===== src/rtl/lsu_store_queue.sv =====
// lsu_store_queue: committed-store buffer sitting between commit and the
// DCache write port. Stores enter in program order, drain one at a time via a
// request/ack handshake, and supply byte-merged forwarding to the load pipe.
// Entries leave only by draining; nothing is flushed short of reset.
`timescale 1ns/1ps

module lsu_store_queue #(
  parameter int DEPTH      = 4,
  parameter int ADDR_WIDTH = 32,
  parameter int DATA_WIDTH = 32
) (
  input  logic                          clk,
  input  logic                          rst,
  input  logic                          enq_valid_i,
  output logic                          enq_ready_o,
  input  logic [ADDR_WIDTH-1:0]         enq_addr_i,
  input  logic [DATA_WIDTH-1:0]         enq_data_i,
  input  logic [DATA_WIDTH/8-1:0]       enq_wstrb_i,
  output logic                          dc_req_valid_o,
  input  logic                          dc_req_ready_i,
  output logic [ADDR_WIDTH-1:0]         dc_addr_o,
  output logic [DATA_WIDTH-1:0]         dc_data_o,
  output logic [DATA_WIDTH/8-1:0]       dc_wstrb_o,
  input  logic                          dc_resp_valid_i,
  input  logic [ADDR_WIDTH-1:0]         fwd_addr_i,
  output logic [DATA_WIDTH-1:0]         fwd_data_o,
  output logic [DATA_WIDTH/8-1:0]       fwd_mask_o,
  output logic                          empty_o,
  output logic [$clog2(DEPTH):0]        count_o
);

  localparam int STRB_W = DATA_WIDTH / 8;
  localparam int IDX_W  = $clog2(DEPTH);
  localparam int PTR_W  = IDX_W + 1;

  typedef enum logic [1:0] {
    ST_IDLE = 2'd0,
    ST_REQ  = 2'd1,
    ST_WAIT = 2'd2
  } state_e;

  state_e                  state_q, state_d;
  logic [PTR_W-1:0]        head_q, head_d;
  logic [PTR_W-1:0]        tail_q, tail_d;
  logic [DEPTH-1:0]        valid_q;
  logic [ADDR_WIDTH-1:0]   addr_q [DEPTH];
  logic [DATA_WIDTH-1:0]   data_q [DEPTH];
  logic [STRB_W-1:0]       strb_q [DEPTH];

  logic                    full_s;
  logic                    empty_s;
  logic                    enq_fire_s;
  logic                    pop_s;
  logic [IDX_W-1:0]        head_idx_s;
  logic [IDX_W-1:0]        tail_idx_s;
  logic [IDX_W-1:0]        scan_idx_s;
  logic [DATA_WIDTH-1:0]   fwd_data_s;
  logic [STRB_W-1:0]       fwd_mask_s;
  logic                    fwd_addr_unused_s;

  // Word-granular forwarding match ignores the byte offset bits.
  assign fwd_addr_unused_s = &{1'b0, fwd_addr_i[1:0]};

  assign head_idx_s = head_q[IDX_W-1:0];
  assign tail_idx_s = tail_q[IDX_W-1:0];
  assign full_s     = (head_idx_s == tail_idx_s) && (head_q[IDX_W] != tail_q[IDX_W]);
  assign empty_s    = (head_q == tail_q);
  // Ready looks at full only, so a same-cycle pop never lets a store in early.
  assign enq_fire_s = enq_valid_i & ~full_s;
  assign pop_s      = (state_q == ST_WAIT) & dc_resp_valid_i;

  assign enq_ready_o    = ~full_s;
  assign empty_o        = empty_s;
  assign count_o        = tail_q - head_q;
  assign dc_req_valid_o = (state_q == ST_REQ);
  assign dc_addr_o      = (state_q == ST_REQ) ? addr_q[head_idx_s] : {ADDR_WIDTH{1'b0}};
  assign dc_data_o      = (state_q == ST_REQ) ? data_q[head_idx_s] : {DATA_WIDTH{1'b0}};
  assign dc_wstrb_o     = (state_q == ST_REQ) ? strb_q[head_idx_s] : {STRB_W{1'b0}};
  assign fwd_data_o     = fwd_data_s;
  assign fwd_mask_o     = fwd_mask_s;

  // Drain FSM next state: fetch head, hold request until accepted, await ack.
  always_comb begin
    state_d = state_q;
    case (state_q)
      ST_IDLE: begin
        if (!empty_s) state_d = ST_REQ;
        else          state_d = ST_IDLE;
      end
      ST_REQ: begin
        if (dc_req_ready_i) state_d = ST_WAIT;
        else                state_d = ST_REQ;
      end
      ST_WAIT: begin
        if (dc_resp_valid_i) state_d = ST_IDLE;
        else                 state_d = ST_WAIT;
      end
      default: state_d = ST_IDLE;
    endcase
  end

  // Pointer next state: tail advances on accept, head on write ack.
  always_comb begin
    head_d = head_q;
    tail_d = tail_q;
    if (pop_s) head_d = head_q + PTR_W'(1);
    else       head_d = head_q;
    if (enq_fire_s) tail_d = tail_q + PTR_W'(1);
    else            tail_d = tail_q;
  end

  // FSM state and queue pointers.
  always_ff @(posedge clk or posedge rst) begin
    if (rst) begin
      state_q <= ST_IDLE;
      head_q  <= {PTR_W{1'b0}};
      tail_q  <= {PTR_W{1'b0}};
    end else begin
      state_q <= state_d;
      head_q  <= head_d;
      tail_q  <= tail_d;
    end
  end

  // Entry storage: write at tail on accept, retire head valid bit on ack.
  always_ff @(posedge clk or posedge rst) begin
    if (rst) begin
      valid_q <= {DEPTH{1'b0}};
      for (int i = 0; i < DEPTH; i++) begin
        addr_q[i] <= {ADDR_WIDTH{1'b0}};
        data_q[i] <= {DATA_WIDTH{1'b0}};
        strb_q[i] <= {STRB_W{1'b0}};
      end
    end else begin
      if (enq_fire_s) begin
        valid_q[tail_idx_s] <= 1'b1;
        addr_q[tail_idx_s]  <= enq_addr_i;
        data_q[tail_idx_s]  <= enq_data_i;
        strb_q[tail_idx_s]  <= enq_wstrb_i;
      end
      if (pop_s) begin
        valid_q[head_idx_s] <= 1'b0;
      end
    end
  end

  // Forwarding: scan oldest to youngest so younger matching bytes overwrite.
  always_comb begin
    fwd_data_s = {DATA_WIDTH{1'b0}};
    fwd_mask_s = {STRB_W{1'b0}};
    scan_idx_s = {IDX_W{1'b0}};
    for (int k = 0; k < DEPTH; k++) begin
      scan_idx_s = head_idx_s + IDX_W'(k);
      if (valid_q[scan_idx_s] &&
          (addr_q[scan_idx_s][ADDR_WIDTH-1:2] == fwd_addr_i[ADDR_WIDTH-1:2])) begin
        for (int b = 0; b < STRB_W; b++) begin
          if (strb_q[scan_idx_s][b]) begin
            fwd_data_s[b*8 +: 8] = data_q[scan_idx_s][b*8 +: 8];
            fwd_mask_s[b]        = 1'b1;
          end else begin
            fwd_mask_s[b] = fwd_mask_s[b];
          end
        end
      end else begin
        fwd_mask_s = fwd_mask_s;
      end
    end
  end

endmodule


===== config.mk =====
export PLATFORM = sky130hd
export DESIGN_NAME = lsu_store_queue
export DESIGN_NICKNAME = d
export VERILOG_FILES = /design/src/rtl/lsu_store_queue.sv
export SDC_FILE = /design/constraint.sdc
export NUM_CORES = 1
export LEC_CHECK = 0
export BUFFER_PORTS_ARGS = -buffer_cell sky130_fd_sc_hd__buf_4
export CAP_MARGIN = 20
export CORE_MARGIN = 2
export CORE_UTILIZATION = 50
export CTS_CLUSTER_DIAMETER = 60
export CTS_CLUSTER_SIZE = 40
export DETAILED_ROUTE_END_ITERATION = 8
export HOLD_SLACK_MARGIN = 0.03
export PLACE_DENSITY = 0.66
export SYNTH_ARGS = -nofsm -noshare
export SYNTH_HDL_FRONTEND = slang
export SYNTH_SLANG_ARGS = --single-unit

===== constraint.sdc =====
create_clock -name clk -period 10.86 [get_ports clk]
set_clock_uncertainty 0.15 [all_clocks]
set_input_delay 2.172 -clock clk [delete_from_list [all_inputs] [get_ports clk]]
set_output_delay 2.172 -clock clk [all_outputs]
set_load 0.005 [all_outputs]

==> results of run 1 <==
## report_power, final
part           leakage [nW]  internal (mW)  switching, mW
clock                 0.533          0.584          0.533
sequential             3.36           1.61          0.729
combinational          5.82           3.04           2.61
total                  9.71           5.23           3.87
## cell usage after synthesis (all sizes together), types with 5 or more instances
cell type	count
and2	60
o21ai	22
inv	27
o211ai	9
a22oi	6
buf	112
o32ai	7
mux2i	118
nand2b	8
nor2b	11
a2bb2oi	5
o221ai	7
xnor2	84
dfrtp	284
ha	10
nor4	8
nand2	41
mux4	209
nand4	26
nor3	8
o221a	21
and3	14
nor2	49
a21oi	15
xor2	23
clkbuf	40
o2111ai	5
o22ai	12
a221o	22
a221oi	16
mux2	289
nand3	14
## through the flow
step / cells / power (mW) / setup WS, ps / hold slack, ps
finish: 2325 / 9.10 / 1630 / 294
global route: 2324 / 9.63 / 1400 / 330
CTS: 2322 / 9.07 / 1660 / 295
detailed placement: 2264 / 7.91 / 2320 / 301
global placement: 2264 / 7.77 / 2410 / 281
floorplan: 1646 / 6.41 / 702 / 269
## final cells by class
cell class / count / area (µm²) / area share (%)
multi-input combinational: 1183 / 13300 / 55.3
sequential: 284 / 7110 / 29.5
timing repair buffer: 232 / 1800 / 7.46
clock buffer: 32 / 779 / 3.23
tap: 539 / 674 / 2.80
clock inverter: 26 / 310 / 1.29
inverter: 27 / 109 / 0.451
antenna: 2 / 5.00 / 0.0207
## metal layers
metal  global-route usage (%)  vias to the layer above
li1                         -                     6707
met3                     5.44                      131
met1                     41.2                     8315
met2                     45.2                      641
met4                     9.20                        6
met5                        0                        -
## state kept, by name, summed over array words and instances, names as in the netlist
signal   cells
valid_q      4
head_q       3
strb_q      16
data_q     128
tail_q       3
addr_q     128
state_q      2
## worst max-delay path by stage
stage,startpoint,endpoint,slack (ps),cells past startpoint
2_1_floorplan,rst,addr_q[0]$_DFFE_PP0P_,700,1
3_3_place_gp,head_q[1]$_DFFE_PP0P_,fwd_data_o[5],2410,11
3_5_place_dp,head_q[1]$_DFFE_PP0P_,fwd_data_o[5],2320,11
4_1_cts,head_q[1]$_DFFE_PP0P_,fwd_data_o[5],1660,11
5_1_grt,head_q[1]$_DFFE_PP0P_,fwd_data_o[5],1400,11
6_report,head_q[1]$_DFFE_PP0P_,fwd_data_o[7],1630,12
## layout by cell type (no fill, tap or decap), types with 12 or more instances in the layout
cell type | Yosys | layout
and3_1 | 14 | 14
nand2_1 | 41 | 37
o22ai_1 | 12 | 12
o21ai_0 | 21 | 21
mux2i_1 | 118 | 118
dfrtp_1 | 284 | 282
a221oi_1 | 15 | 14
and2_1 | 60 | 60
a21oi_1 | 15 | 15
mux2_2 | 289 | 289
nand4_1 | 26 | 26
clkbuf_16 | 0 | 31
xor2_1 | 23 | 23
mux4_2 | 209 | 209
a221o_1 | 22 | 22
xnor2_1 | 84 | 84
buf_4 | 10 | 228
nand3_1 | 14 | 14
nor2_1 | 49 | 49
inv_1 | 27 | 25
## logic make-up (layout without fill, tap and decap cells)
logic type | Yosys count | count (layout)
adder cells (fa/ha/maj) | 11 | 11
other | 0 | 2
buffers and inverters | 179 | 317
AND/OR/NAND/NOR | 261 | 261
flip-flops | 284 | 284
XOR/XNOR | 107 | 107
AO/OA/AOI/OAI | 188 | 188
multiplexers | 616 | 616
==> summary.md, run 1 <==
| Metric | Value |
|---|---|
| Post-synthesis mux area share | `42.9%` |
| Share of cells above drive strength 1 | `46.3%` |
| Final ANT Viol Nets | `0` |
| Status | `finished, final reports clean` |
| H-tree Lvls | `1` |
| Antenna violations before repair | `4` |
| Die width | `210 µm` |
| Worst r2r src | `head_q[1]$_DFFE_PP0P_` |
| Final Cycle Share | `85.0%` |
| First-pass GRT wire length | `98,000 µm` |
| Placed Area | `23,000 µm²` |
| Worst skew pair latency | `590 ps` |
| Pins Over Slew Limit | `0` |
| CTS tree | `yes` |
| Layout Utilization | `57.5%` |
| Root Driver | `clkbuf_16` |
| Largest net degree at the start of global routing | `170` |
| Slowest-stage cell, CP | `dfrtp_4` |
| Vias in the first global route | `15.6k` |
| PD cells | `377 nW/µm²` |
| CP Capture Type | `primary output` |
| # rows | `75` |
| Measured slew at the worst slew-check pin | `1020 ps` |
| Worst R2R End | `addr_q[11]$_DFFE_PP0P_` |
| Gpl congestion | `0.962` |
| Crit path buf inv count | `3` |
| Complex-gate fraction of the synthesized area | `7.50%` |
| Layout area overhead | `13.3%` |
| Cell taking the most area after synthesis | `dfrtp_1` |
| Final wirelength | `63,800 µm` |
| I/O Buffers | `212` |
| Family with the most delay on the worst path | `simple AND/OR/NAND/NOR gates` |
| Crit-path max cell delay | `920 ps` |
| Max Cap Violations | `0` |
| Total CTS buffers | `31` |
| Average cell area after synthesis | `12.9 µm²` |
| WL/cell | `27.4 µm` |
| Number of flops mapped to enable cells by yosys | `0` |
| Crit-path cells | `inv_1 > ha_4 > buf_4 > mux4_2 > xnor2_1 > nand4_1 > nor4_1 > nand4_1 > nand2b_1 > a21boi_1 > a211oi_1 > buf_4` |
| Hold-critical path endpoint | `state_q[0]$_DFF_PP0_` |
| Worst-path fanout max | `44` |
| Fmax achieved | `0.108 GHz` |
| #FFs+latches synth | `284` |
| Post-Synth Simple-Gate Area | `6.82%` |
| Worst Setup Path Type | `reg2out` |
| Met1 Wirelength | `27,200 µm` |
| TritonRoute pass-1 iters | `6` |
| Synth top area share | `33.4%` |
| CTS Buffer Depth | `3` |
| Crit start category | `flop` |
| Post-DP HPWL | `43,400 µm` |
| Vias per cell | `6.80` |
| Gr ovfl total | `0` |
| R2R setup slack | `6620 ps` |
| Hold depth | `1` |
| Hold Crit Start | `state_q[1]$_DFF_PP0_` |
| Sequential area share after synthesis | `33.4%` |
| Critical Path RT | `8540 ps` |
| Worst Hold Class | `reg2reg` |
| Drt drc | `0` |
| Met2 routed WL | `29,700 µm` |
| CTS clk-pin slew, worst paths | `60 ps` |
| Nets | `1,875` |
| Post-cts sizing count | `0` |
| Final instance area | `24,100 µm²` |
| Relative slew slack | `32.0%` |
| Synth top area cells | `dfrtp_1 33%, mux4_2 22%, mux2_2 15%, mux2i_1 5.5%, xnor2_1 3.5%` |
| Vias | `15.8k` |
| Worst R2R Path Depth | `7` |
| Fillers | `3,437` |
| Adder-Cell Fraction of Synth Area | `0.682%` |
| Hold Vio Cnt, Final | `0` |
| Top-Level Pins | `215` |
| Final Setup Violations | `0` |
| Die ar. | `44,300 µm²` |
| Dominant synthesized flop cell | `dfrtp_1` |
| Post-Synthesis Cells | `1,646` |
| Area of the mapped netlist | `21,300 µm²` |
| Largest family of logic cells by synthesized area | `multiplexers` |
| Top Layer Used | `met5` |
| Hold buffers post-CTS | `0` |
| Starting Density | `50.8%` |
| CORE AREA | `41,900 µm²` |
| Synth unique cells | `76` |
| WL met3 | `4700 µm` |
| Syn Nets | `1,762` |
| RSZ-0062 raised after global routing | `no` |
| Die H | `210 µm` |
| Asr flop ratio synth | `100%` |
| XOR/XNOR Fraction of Synth Area | `4.40%` |
| Post-CTS setup buffers | `0` |
| Min cycle time layout | `9230 ps` |
| Peak VDD IR | `0.284 mV` |
| Initial drt markers | `1,497` |
| Yosys Warn Count | `0` |
| Static Leak | `9.71 nW` |
| Crit path DAT | `6910 ps` |
| Clock Sinks | `284` |
| GRT Util Overall | `29.0%` |
| Setup TNS | `0 ps` |
Power figures use the tool's default switching activity.
==> run 2, diff against run 1 <==
Clock period 10.86 ns to 8.6 ns, I/O delays scaled along.
==> run 2 against run 1 <==
Core utilization up 0.26 points. Clock power increased by 35%. Via count shrank 0.26%. Flip-flop and latch count is the same. Die area stayed put. Setup slack worse by 790 ps. Combinational power increased by 27%. Sequential share of layout area decreased by 0.13 points. Sequential power up 26%. Largest cell class unchanged.
==> summary.md, run 2 (synthesis results as in run 1) <==
| Metric | Value |
|---|---|
| Status | `finished, final reports clean (unchanged)` |
| CTS tree | `yes (unchanged)` |
| Initial drt markers | `1,404 (was 1,497)` |
| Setup TNS | `0 ps (unchanged)` |
| Final ANT Viol Nets | `0 (unchanged)` |
| GRT Util Overall | `28.9% (was 29.0%)` |
| Share of cells above drive strength 1 | `46.5% (was 46.3%)` |
| Largest net degree at the start of global routing | `162 (was 170)` |
| Drt drc | `0 (unchanged)` |
| RSZ-0062 raised after global routing | `no (unchanged)` |
| Fmax achieved | `0.129 GHz` |
| PD cells | `479 nW/µm² (was 377 nW/µm²)` |
| Post-CTS setup buffers | `0 (unchanged)` |
| Post-DP HPWL | `43,900 µm (was 43,400 µm)` |
| Die width | `210 µm (unchanged)` |
| WL/cell | `27.4 µm (about the same)` |
| Min setup slack post-route | `839 ps (was 1630 ps)` |
| Hold Vio Cnt, Final | `0 (unchanged)` |
| Crit path from | `head_q[1]$_DFFE_PP0P_ (unchanged)` |
| Final instance area | `24,200 µm² (was 24,100 µm²)` |
| CTS clk-pin slew, worst paths | `70 ps (was 60 ps)` |
| Max Cap Violations | `0 (unchanged)` |
| Peak VDD IR | `0.325 mV (was 0.284 mV)` |
| Clock Sinks | `284 (unchanged)` |
| First-pass GRT wire length | `97,100 µm (was 98,000 µm)` |
| Measured slew at the worst slew-check pin | `1060 ps (was 1020 ps)` |
| # rows | `75 (unchanged)` |
| Hold Crit Start | `state_q[1]$_DFF_PP0_ (unchanged)` |
| Layout area overhead | `13.8% (was 13.3%)` |
| TritonRoute pass-1 iters | `6 (unchanged)` |
| Die H | `210 µm (unchanged)` |
| Worst-path fanout max | `50 (was 44)` |
| Final Cycle Share | `90.2%` |
| Commonest cells after routing, fill and taps aside | `289 x mux2_2, 282 x dfrtp_1, 235 x buf_4, 209 x mux4_2, 118 x mux2i_1 (was 289 x mux2_2, 282 x dfrtp_1, 228 x buf_4, 209 x mux4_2, 118 x mux2i_1)` |
| Placed Area | `23,100 µm² (was 23,000 µm²)` |
| Antenna violations before repair | `5 (was 4)` |
| Starting Density | `50.8% (unchanged)` |
| Die ar. | `44,300 µm² (unchanged)` |
| Layout Utilization | `57.8% (was 57.5%)` |
| Critical Path RT | `6730 ps (was 8540 ps)` |
| Vias per cell | `6.75 (was 6.80)` |
| Pwr Total | `11.6 mW (was 9.10 mW)` |
| Relative slew slack | `29.5% (was 32.0%)` |
| Vias | `15.8k (about the same)` |
| Most common cell after layout, fill and taps aside | `mux2_2 (unchanged)` |
| Worst Setup Path Type | `reg2out (unchanged)` |
| H-tree Lvls | `2 (was 1)` |
| Hold buffers post-CTS | `0 (unchanged)` |
| Pins Over Slew Limit | `0 (unchanged)` |
| Final Hold Slack | `304 ps (was 294 ps)` |
| Nets | `1,885 (was 1,875)` |
| Top flop regs | `addr_q x128, data_q x128, strb_q x16 (unchanged)` |
| CTS Buffer Depth | `3 (unchanged)` |
| Top-Level Pins | `215 (unchanged)` |
| Static Leak | `9.77 nW (was 9.71 nW)` |
| I/O Buffers | `212 (unchanged)` |
| Post-cts sizing count | `0 (unchanged)` |
| Fin cells | `2,334 (was 2,325)` |
| Gr ovfl total | `0 (unchanged)` |
| Vias in the first global route | `15.5k (was 15.6k)` |
| Worst skew pair latency | `560 ps (was 590 ps)` |
| Placed cells | `2,272 (was 2,264)` |
| CORE AREA | `41,900 µm² (unchanged)` |
| Min cycle time layout | `7760 ps` |
| Worst Hold Class | `reg2reg (unchanged)` |
| Final wirelength | `63,900 µm (was 63,800 µm)` |
| Gpl congestion | `0.971 (was 0.962)` |
| Pre-CTS setup slack | `1450 ps (was 2320 ps)` |
| CP Capture Type | `primary output (unchanged)` |
| Worst r2r src | `head_q[1]$_DFFE_PP0P_ (unchanged)` |
| Root Driver | `clkbuf_16 (unchanged)` |
| Total CTS buffers | `34 (was 31)` |
| Final Setup Violations | `0 (unchanged)` |
| Crit path DAT | `5890 ps (was 6910 ps)` |
| Crit start category | `flop (unchanged)` |
-- run 2: power breakdown --
part | switching (mW) | total, mW | internal (mW)
logic | 3.31 | 7.15 | 3.85
clock network | 0.645 | 1.51 | 0.867
registers | 0.903 | 2.94 | 2.03
total | 4.86 | 11.6 | 6.75
-- run 2: final cells by class --
class,count,area (µm²)
diodes,1,2.50
clock buffers,38,897
clock inverters,23,263
fillers,3416,17700
inverters,27,105
multi-input cells,1183,13300
flip-flops and latches,284,7110
well taps,539,674
repair buffers,239,1840
-- run 2: final timing paths --
path	slack (ps)	depth (start not counted)	end
max in group asynchronous	5600	4	head_q[0]$_DFFE_PP0P_
worst max-delay path	840	12	fwd_data_o[5]
worst min register to register	300	1	state_q[0]$_DFF_PP0_
worst max register to register	4690	7	addr_q[117]$_DFFE_PP0P_
worst min-delay path	300	1	state_q[0]$_DFF_PP0_
min in group asynchronous	1280	3	addr_q[76]$_DFFE_PP0P_
-- run 2: critical path, stage by stage, from the launching register on --
cell      delay (ps)
dfrtp_4          690
inv_1            310
ha_4             510
buf_12           330
mux4_2           370
xnor2_1          410
nand4_1          190
nor4_1           320
nand4_1          530
nand2b_1         590
a21boi_1         390
a221oi_1         460
buf_4            180
-- run 2: routing by layer --
metal | up-vias | global-route usage [%] | wire length, µm
met5 | - | 0 | 58
met3 | 123 | 6.05 | 5250
met2 | 659 | 45.0 | 29900
met4 | 8 | 8.58 | 1990
met1 | 8241 | 41.1 | 26700
li1 | 6728 | - | -
==> run 3, diff against run 2 <==
Settings changed: ABC_AREA set to 1.
==> run 3 against run 2 <==
Power shrank 9.4%. Clock power grew 4%. Largest cell class unchanged. Count of clock-buffer cells in the layout grew 5. Die area shrank 2.2%. Synthesized area shrank 2.2%. Sequential share of layout area grew 0.62 points. Core utilization grew 0.22 points. Via count grew 39%. Flip-flop and latch count is the same. Register-to-register slack lost 1100 ps. Final area shrank 2.1%. Maximum frequency is essentially flat.
==> summary.md, run 3 <==
| Metric | Value |
|---|---|
| Share of cells above drive strength 1 | `13.4% (was 46.5%)` |
| Yosys Warn Count | `0 (unchanged)` |
| Clock Sinks | `284 (unchanged)` |
| Gpl congestion | `1.02 (was 0.971)` |
| Measured slew at the worst slew-check pin | `1140 ps (was 1060 ps)` |
| Vias per cell | `5.55 (was 6.75)` |
| Most common cell after layout, fill and taps aside | `nand2_1 (was mux2_2)` |
| Dominant synthesized flop cell | `dfrtp_1 (unchanged)` |
| Gr ovfl total | `0 (unchanged)` |
| Status | `finished, final reports clean (unchanged)` |
| Nets | `3,503 (was 1,885)` |
| Total CTS buffers | `35 (was 34)` |
| H-tree Lvls | `2 (unchanged)` |
| Final Hold Slack | `336 ps (was 304 ps)` |
| Crit path DAT | `5890 ps (about the same)` |
| Sequential area share after synthesis | `34.1% (was 33.4%)` |
| Largest net degree at the start of global routing | `172 (was 162)` |
| CP Capture Type | `primary output (unchanged)` |
| R2R setup slack | `3600 ps (was 4690 ps)` |
| Synth top cells by count | `1,324 x nand2_1, 429 x nand3_1, 416 x o21ai_0 (was 289 x mux2_2, 284 x dfrtp_1, 209 x mux4_2)` |
| Die H | `208 µm (was 210 µm)` |
| Worst Setup Path Type | `reg2out (unchanged)` |
| Setup TNS | `0 ps (unchanged)` |
| Layout area overhead | `14.0% (was 13.8%)` |
| Pins Over Slew Limit | `0 (unchanged)` |
| Fillers | `4,022 (was 3,416)` |
| Initial drt markers | `1,720 (was 1,404)` |
| Fmax achieved | `0.129 GHz (about the same)` |
| Top flop regs | `addr_q x128, data_q x128, strb_q x16 (unchanged)` |
| Area of the mapped netlist | `20,800 µm² (was 21,300 µm²)` |
| Post-Synthesis Cells | `3,292 (was 1,646)` |
| Relative slew slack | `24.2% (was 29.5%)` |
| Max Cap Violations | `0 (unchanged)` |
| Vias | `21.9k (was 15.8k)` |
| Final Cycle Share | `90.3% (was 90.2%)` |
| N_diodes | `0 (was 1)` |
| Average cell area after synthesis | `6.32 µm² (was 12.9 µm²)` |
| Worst skew pair latency | `550 ps (was 560 ps)` |
| # rows | `74 (was 75)` |
| Die ar. | `43,300 µm² (was 44,300 µm²)` |
| Vias in the first global route | `20.5k (was 15.5k)` |
| Critical Path RT | `6730 ps (about the same)` |
| Top-Level Pins | `215 (unchanged)` |
| Most common cell in the netlist | `nand2_1 (was mux2_2)` |
| RSZ-0062 raised after global routing | `no (unchanged)` |
| Cell taking the most area after synthesis | `dfrtp_1 (unchanged)` |
| Static Leak | `12.3 nW (was 9.77 nW)` |
| TritonRoute pass-1 iters | `6 (unchanged)` |
| CORE AREA | `40,900 µm² (was 41,900 µm²)` |
| Min cycle time layout | `7760 ps (about the same)` |
| Die width | `208 µm (was 210 µm)` |
| Pwr Total | `10.5 mW (was 11.6 mW)` |
| CTS Buffer Depth | `3 (unchanged)` |
| CTS clk-pin slew, worst paths | `60 ps (was 70 ps)` |
| #FFs+latches synth | `284 (unchanged)` |
| Worst Hold Class | `reg2reg (unchanged)` |
| Drt drc | `0 (unchanged)` |
| Worst-path fanout max | `102 (was 50)` |
| Synth unique cells | `32 (was 76)` |
| Antenna violations before repair | `0 (was 5)` |
| Commonest cells after routing, fill and taps aside | `1,323 x nand2_1, 429 x nand3_1, 416 x o21ai_0, 294 x inv_1, 282 x dfrtp_1 (was 289 x mux2_2, 282 x dfrtp_1, 235 x buf_4, 209 x mux4_2, 118 x mux2i_1)` |
| Post-cts sizing count | `0 (unchanged)` |
| Final wirelength | `69,100 µm (was 63,900 µm)` |
| Crit start category | `flop (unchanged)` |
| Hold Vio Cnt, Final | `0 (unchanged)` |
| Post-CTS setup buffers | `0 (unchanged)` |
| Post-DP HPWL | `45,800 µm (was 43,900 µm)` |
| I/O Buffers | `212 (unchanged)` |
| PD cells | `443 nW/µm² (was 479 nW/µm²)` |
| Starting Density | `50.9% (was 50.8%)` |
| Synth top area cells | `dfrtp_1 34%, nand2_1 24%, nand3_1 10%, o21ai_0 10%, inv_1 5.3% (was dfrtp_1 33%, mux4_2 22%, mux2_2 15%, mux2i_1 5.5%, xnor2_1 3.5%)` |
| Asr flop ratio synth | `100% (unchanged)` |
| Hold buffers post-CTS | `0 (unchanged)` |
| Syn Nets | `3,408 (was 1,762)` |
| Peak VDD IR | `0.331 mV (was 0.325 mV)` |
| Final ANT Viol Nets | `0 (unchanged)` |
| Final Setup Violations | `0 (unchanged)` |
| Number of flops mapped to enable cells by yosys | `0 (unchanged)` |
| GRT Util Overall | `31.5% (was 28.9%)` |
| WL/cell | `17.5 µm (was 27.4 µm)` |
| Synth top area share | `34.1% (was 33.4%)` |
| CTS tree | `yes (unchanged)` |
| Root Driver | `clkbuf_16 (unchanged)` |
| First-pass GRT wire length | `109,000 µm (was 97,100 µm)` |
run 3: cells by family after synthesis:
logic type	Yosys count	share of synthesized area, %
xor+xnor	20	0.842
mux	96	5.19
compound gates	452	11.0
buf+inv	483	9.53
simple gates	1946	38.6
fa+ha+maj	11	0.697
flops	284	34.1
run 3: final timing paths:
path | from | end | depth (start not counted)
setup / recovery | head_q[0]$_DFFE_PP0P_ | fwd_data_o[0] | 19
hold / removal | state_q[0]$_DFF_PP0_ | state_q[0]$_DFF_PP0_ | 1
setup reg to reg | head_q[1]$_DFFE_PP0P_ | strb_q[2]$_DFFE_PP0P_ | 11
hold reg to reg | state_q[0]$_DFF_PP0_ | state_q[0]$_DFF_PP0_ | 1
max in group asynchronous | rst | head_q[1]$_DFFE_PP0P_ | 4
min in group asynchronous | rst | addr_q[22]$_DFFE_PP0P_ | 3
run 3: worst max-delay path: stages (launching register included):
cell      delay (ps)
dfrtp_4         1040
clkinv_2         640
ha_2             520
inv_6            410
nand3_1          180
nand3_1          230
nand2_1           80
nor2_1           200
nand2_1           80
nor2_1           120
nand2_1          120
nor2_4           690
buf_4            320
nand3_1           80
nand2_1          100
inv_1             50
nand2_1           50
nand2_1           40
nand2_1          130
buf_4            140
run 3: metal layers:
| layer | vias to the layer above | GRT usage (%) | wire (µm) |
|---|---|---|---|
| met1 | 10200 | 39.6 | 28300 |
| met4 | 0 | 15.1 | 3100 |
| met2 | 856 | 53.2 | 32900 |
| met5 | - | 0 | 0 |
| li1 | 10700 | - | - |
| met3 | 165 | 4.47 | 4860 |
run 3: layout make-up:
cell class	instances	area, µm²	area share (%)
Clock inverter	20	228	0.960
Sequential cell	284	7110	30.0
Multi-Input combinational cell	2525	11800	49.5
Inverter	301	1140	4.81
Clock buffer	43	988	4.17
Timing Repair Buffer	240	1840	7.75
Tap cell	532	666	2.80
run 3: report_power, final:
group / internal (mW) / switching, mW / total (mW)
registers: 2.00 / 0.533 / 2.53
clock network: 0.882 / 0.691 / 1.57
logic: 2.16 / 4.24 / 6.40
total: 5.04 / 5.47 / 10.5
run 3: metrics by stage:
step	area (µm²)	cells	utilization (%)	worst slack (ps)
after CTS	23700	3944	57.9	922
after global routing	23700	3945	58.0	463
final	23700	3945	58.0	837
after detailed placement	22500	3881	55.0	1530
after floorplan	20800	3292	-	2970
after global placement	22500	3881	55.0	1600
